File: config.mk
export PLATFORM = sky130hd
export DESIGN_NAME = onehot_encoder_rr_flat
export DESIGN_NICKNAME = d
export VERILOG_FILES = /design/src/rtl/onehot_encoder_rr_if.sv /design/src/rtl/onehot_encoder_rr.sv /design/src/flat_wrapper.sv
export SDC_FILE = /design/constraint.sdc
export NUM_CORES = 1
export LEC_CHECK = 0
export BUFFER_PORTS_ARGS = -buffer_cell sky130_fd_sc_hd__buf_2
export CAP_MARGIN = 25
export CORE_MARGIN = 2
export CORE_UTILIZATION = 35
export CTS_CLUSTER_DIAMETER = 50
export DETAILED_ROUTE_END_ITERATION = 16
export PLACE_DENSITY = 0.64
export SLEW_MARGIN = 20
export SYNTH_ARGS = -nofsm -noshare
export SYNTH_HDL_FRONTEND = slang
export SYNTH_SLANG_ARGS = --single-unit
File: constraint.sdc
create_clock -name clk -period 9.5 [get_ports clk]
set_clock_uncertainty 0.15 [all_clocks]
set_input_delay 1.425 -clock clk [delete_from_list [all_inputs] [get_ports clk]]
set_output_delay 1.425 -clock clk [all_outputs]
set_load 0.1 [all_outputs]
File: src/rtl/onehot_encoder_rr_if.sv
// Request/index handshake bundle for onehot_encoder_rr.
// slave is the encoder's view; master is the requester/consumer view.
interface onehot_encoder_rr_if #(
    parameter int unsigned N = 8
);
    localparam int unsigned W = $clog2(N);

    logic         in_valid;
    logic [N-1:0] inn;
    logic         in_ready;
    logic         out_valid;
    logic [W-1:0] out;
    logic         out_ready;

    modport slave (
        input  in_valid,
        input  inn,
        input  out_ready,
        output in_ready,
        output out_valid,
        output out
    );

    modport master (
        output in_valid,
        output inn,
        output out_ready,
        input  in_ready,
        input  out_valid,
        input  out
    );
endinterface

File: src/rtl/onehot_encoder_rr.sv
// Registered N-to-log2(N) encoder with round-robin resolution of multi-hot requests.
// Optional sticky multi-hot flag (multi_err) when MULTI_HOT_ERR_EN is defined.
module onehot_encoder_rr #(
    parameter int unsigned N = 8
) (
    input  logic                 clk,
    input  logic                 rst,
    onehot_encoder_rr_if.slave   bus
`ifdef MULTI_HOT_ERR_EN
    ,
    output logic                 multi_err
`endif
);
    localparam int unsigned W  = $clog2(N);
    localparam int unsigned WE = W + 1;

    logic [W-1:0]  ptr;
    logic [W-1:0]  grant_c;
    logic [W-1:0]  next_ptr_c;
    logic [WE-1:0] scan_idx_c;
    logic          any_c;
    logic          accept_c;

    // No skid buffer: a held output blocks the input side.
    assign bus.in_ready = !bus.out_valid || bus.out_ready;
    assign accept_c     = bus.in_valid && bus.in_ready;

    // First set bit at or above ptr, wrapping at N (not 2^W).
    always_comb begin
        grant_c    = '0;
        any_c      = 1'b0;
        scan_idx_c = '0;
        for (int unsigned k = 0; k < N; k++) begin
            scan_idx_c = WE'({1'b0, ptr}) + WE'(k);
            if (scan_idx_c >= WE'(N)) begin
                scan_idx_c = scan_idx_c - WE'(N);
            end
            if (!any_c && bus.inn[scan_idx_c[W-1:0]]) begin
                any_c   = 1'b1;
                grant_c = scan_idx_c[W-1:0];
            end
        end
    end

    assign next_ptr_c = (grant_c == W'(N - 1)) ? '0 : grant_c + W'(1);

    // Output register and priority pointer; zero vectors are consumed silently.
    always_ff @(posedge clk) begin
        if (rst) begin
            bus.out_valid <= 1'b0;
            bus.out       <= '0;
            ptr           <= '0;
        end else if (accept_c && any_c) begin
            bus.out_valid <= 1'b1;
            bus.out       <= grant_c;
            ptr           <= next_ptr_c;
        end else if (bus.out_ready) begin
            bus.out_valid <= 1'b0;
        end
    end

`ifdef MULTI_HOT_ERR_EN
    logic multi_hot_c;

    // Two or more bits set iff clearing the lowest set bit leaves something.
    assign multi_hot_c = |(bus.inn & (bus.inn - N'(1)));

    always_ff @(posedge clk) begin
        if (rst) begin
            multi_err <= 1'b0;
        end else if (accept_c && multi_hot_c) begin
            multi_err <= 1'b1;
        end
    end
`else
    // Multi-hot requests resolve silently; no detection logic is built.
`endif

endmodule

File: src/flat_wrapper.sv
// flat-port wrapper written by rule: the top's interface ports become plain ports
module onehot_encoder_rr_flat 
#(
    parameter int unsigned N = 8
)
  (clk, rst, bus_in_valid, bus_inn, bus_out_ready, bus_in_ready, bus_out_valid, bus_out);
  onehot_encoder_rr_if #(.N(N)) bus_i ();
  input  logic clk;
  input  logic rst;
  input wire logic [$bits(bus_i.in_valid)-1:0] bus_in_valid;
  input wire logic [$bits(bus_i.inn)-1:0] bus_inn;
  input wire logic [$bits(bus_i.out_ready)-1:0] bus_out_ready;
  output wire logic [$bits(bus_i.in_ready)-1:0] bus_in_ready;
  output wire logic [$bits(bus_i.out_valid)-1:0] bus_out_valid;
  output wire logic [$bits(bus_i.out)-1:0] bus_out;
  assign bus_i.in_valid = bus_in_valid;
  assign bus_i.inn = bus_inn;
  assign bus_i.out_ready = bus_out_ready;
  assign bus_in_ready = bus_i.in_ready;
  assign bus_out_valid = bus_i.out_valid;
  assign bus_out = bus_i.out;
  onehot_encoder_rr #(.N(N)) u_core (.clk(clk), .rst(rst), .bus(bus_i));
endmodule
==> results.cfg <==
[worst_setup_path]
cp.depth = 11
critPathRequiredTime_ns = 9.46
startpoint_type = flop
critPathLaunch = u_core.ptr[0]
rr_worst_depth = 11
crit_buf_inv = 2
r2r-end = u_core.ptr[2]
ff2ff_setup_slack_ns = 5.09
end_kind = flop
arrival_ns = 4.38
slowest_stage = dfxtp_1
critPathTopFamily = compound AO/OA/AOI/OAI gates
slowest_delay_ns = 0.85
crit_type = flop to flop
r2r-start = u_core.ptr[0]
crit_end = u_core.ptr[2]
cp_max_fo = 22
crit_chain = inv_1, ha_1, mux2_2, o22ai_1, o21bai_2, or4b_4, a32oi_2, ha_1, inv_1, and3_1, o31a_1

[sta]
holdWs_ns = 0.306
period_share_pct = 46.4
grt_setup_unrepaired = no
worst_slew_pin_slew_ns = 0.835
slew_violations = 0
slew_headroom_pct = 44.3
post-route-min-period_ns = 4.41
layout_setup_ws_ns = 5.09
setup_tns_ns = 0
timing.final.hold_violations = 0
fmaxAchievable_mhz = 227
setup_viol = 0

[yosys]
synthArstFlopShare_pct = 0
ys.flop_type = dfxtp_1
avgSynthCellArea_um2 = 8.86
syn-cell-area_um2 = 1370
synth_area_leaders = mux4_2 (15%), dfxtp_1 (10%), mux4_1 (5.8%), mux2i_1 (5.1%), nor2b_1 (5.0%)
synth_nets = 169
ys_ff_latch = 7
ys_seq_area_share_pct = 10.3
synth_edf_count = 0
yosys_warnings = 0
synth_cell_types = 48
yosysTopAreaCell = mux4_2
synthCells = 154
synth_top_area_share_pct = 14.8

[placement]
place_congestion = 0.890
post-dp-hpwl_mm = 2.43
port_buffers = 16
dp_cells = 209
dp_slack_ns = 5.10

[layout]
mostFrequentLayoutCell = buf_2
fill_cells = 396
antenna_cells = 0
drive_gt1_share_pct = 27.3
mostFrequentLayoutCells = buf_2 (16), nand2_1 (14), nor2_1 (13)
final_cells = 213
syn2layout_area_growth_pct = 9.81
layout.nets = 181

[clock_network]
post_cts_buffers = 0
clk_latency_ns = 0.23
cts_tree = yes
cts_resized = 0
clockBufferDepth = 2
htreeDepth = 1
clk_pin_slew_worst_paths_ns = 0.04
cts.sinks = 7
clock_tree.root_cell = clkbuf_8
hold_buffers = 0
cts_buffers = 3

[floorplan]
fp.dieH_um = 66.5
initial_core_util_pct = 36.7
rows = 22
io_pins = 17
dieArea_um2 = 4420
die_w_um = 66.5
core-area_um2 = 3720

[job]
maxCapViolations = 0

[global_routing]
grtUsageTotal_pct = 17.0
antenna_found_initial = 0
grt_max_degree = 23
grt_pass1_wl_mm = 5.82
grt_pass1_vias = 1126
overflow = 0

[routing]
route.vias.total = 1225
drc = 0
drt_wl_total_mm = 3.32
drt_first_pass_iters = 4
drtIter0Drc = 39
vias_per_cell = 5.75
ant_nets = 0
wl_per_cell_um = 15.6

[worst_hold_path]
hold_class = flop to flop

[run_status]
status = finished clean

[power]
p_leak_nw = 0.549
p_per_area_nw_per_um2 = 253
ir_worst_vdd_mv = 0.101
## layer usage
layer / wire (µm) / track usage [%] / up-vias / share of wire, %
met5: 0 / 0 / - / 0
met4: 30 / 2.81 / 0 / 0.90
met3: 143 / 2.53 / 4 / 4.3
met2: 1510 / 24.6 / 40 / 45
met1: 1640 / 26.5 / 578 / 49
li1: - / - / 603 / -
## worst min path at each step
stage,end,startpoint,slack [ns],cells after the start
after CTS,u_core.bus.out[2],u_core.bus.out[2],0.31,2
after detailed placement,u_core.bus.out[2],u_core.bus.out[2],0.31,2
after global routing,u_core.bus.out[2],u_core.bus.out[2],0.35,2
after global placement,u_core.bus.out[2],u_core.bus.out[2],0.30,2
after floorplan,u_core.ptr[1],u_core.ptr[1],0.55,3
final,u_core.bus.out[2],u_core.bus.out[2],0.31,2
## report_power, final
part	internal [mW]	switching [mW]
Sequential	0.0364	0.0198
Clock	0.0290	0.0126
Combinational	0.120	0.161
Total	0.185	0.193
## cell usage after synthesis (4+ instances only)
cell	n
nand2_1	14
nor2_1	13
nor2b_1	11
a21oi_1	9
mux4_2	9
buf_2	7
dfxtp_1	7
mux2i_1	7
mux2_2	6
inv_1	5
nand2b_1	5
nand3_1	5
o21ai_0	4
## stage by stage
stage          total power [mW]  instance area [µm²]  util (%)
6_report                  0.379                 1500      40.3
5_1_grt                   0.410                 1500      40.3
4_1_cts                   0.377                 1500      40.3
3_5_place_dp              0.333                 1450      39.1
3_3_place_gp              0.335                 1450      39.1
2_1_floorplan             0.288                 1370         -
## worst min-delay path: stages, from the launching register on
cell     delay, ns
dfxtp_1       0.30
nand2_1       0.05
a21oi_1       0.05
## cell families (layout without fill, tap and decap cells)
kind of cell             Yosys count  after routing  share of synthesized area (%)
AND/OR/NAND/NOR                   61             61                           23.3
flip-flops                         7              7                           10.3
buffers and inverters             14             25                           5.13
multiplexers                      26             26                           32.4
AO/OA/AOI/OAI                     38             38                           22.5
XOR/XNOR                           5              5                           3.76
adder cells (fa/ha/maj)            3              3                           2.75
## sequential cells by signal, summed over array words and instances (netlist names)
register	cells
u_core.bus.out	3
u_core.bus.out_valid	1
u_core.ptr	3
## area by class of cell
cell class | instances | area [µm²] | area share (%)
multi-input cells | 133 | 1150 | 77.0
repair buffers | 16 | 80.1 | 5.34
inverters | 5 | 18.8 | 1.25
clock buffers | 4 | 45.0 | 3.01
flip-flops and latches | 7 | 140 | 9.35
well taps | 48 | 60.1 | 4.01
Note: power is estimated with default switching activity, not from simulation.
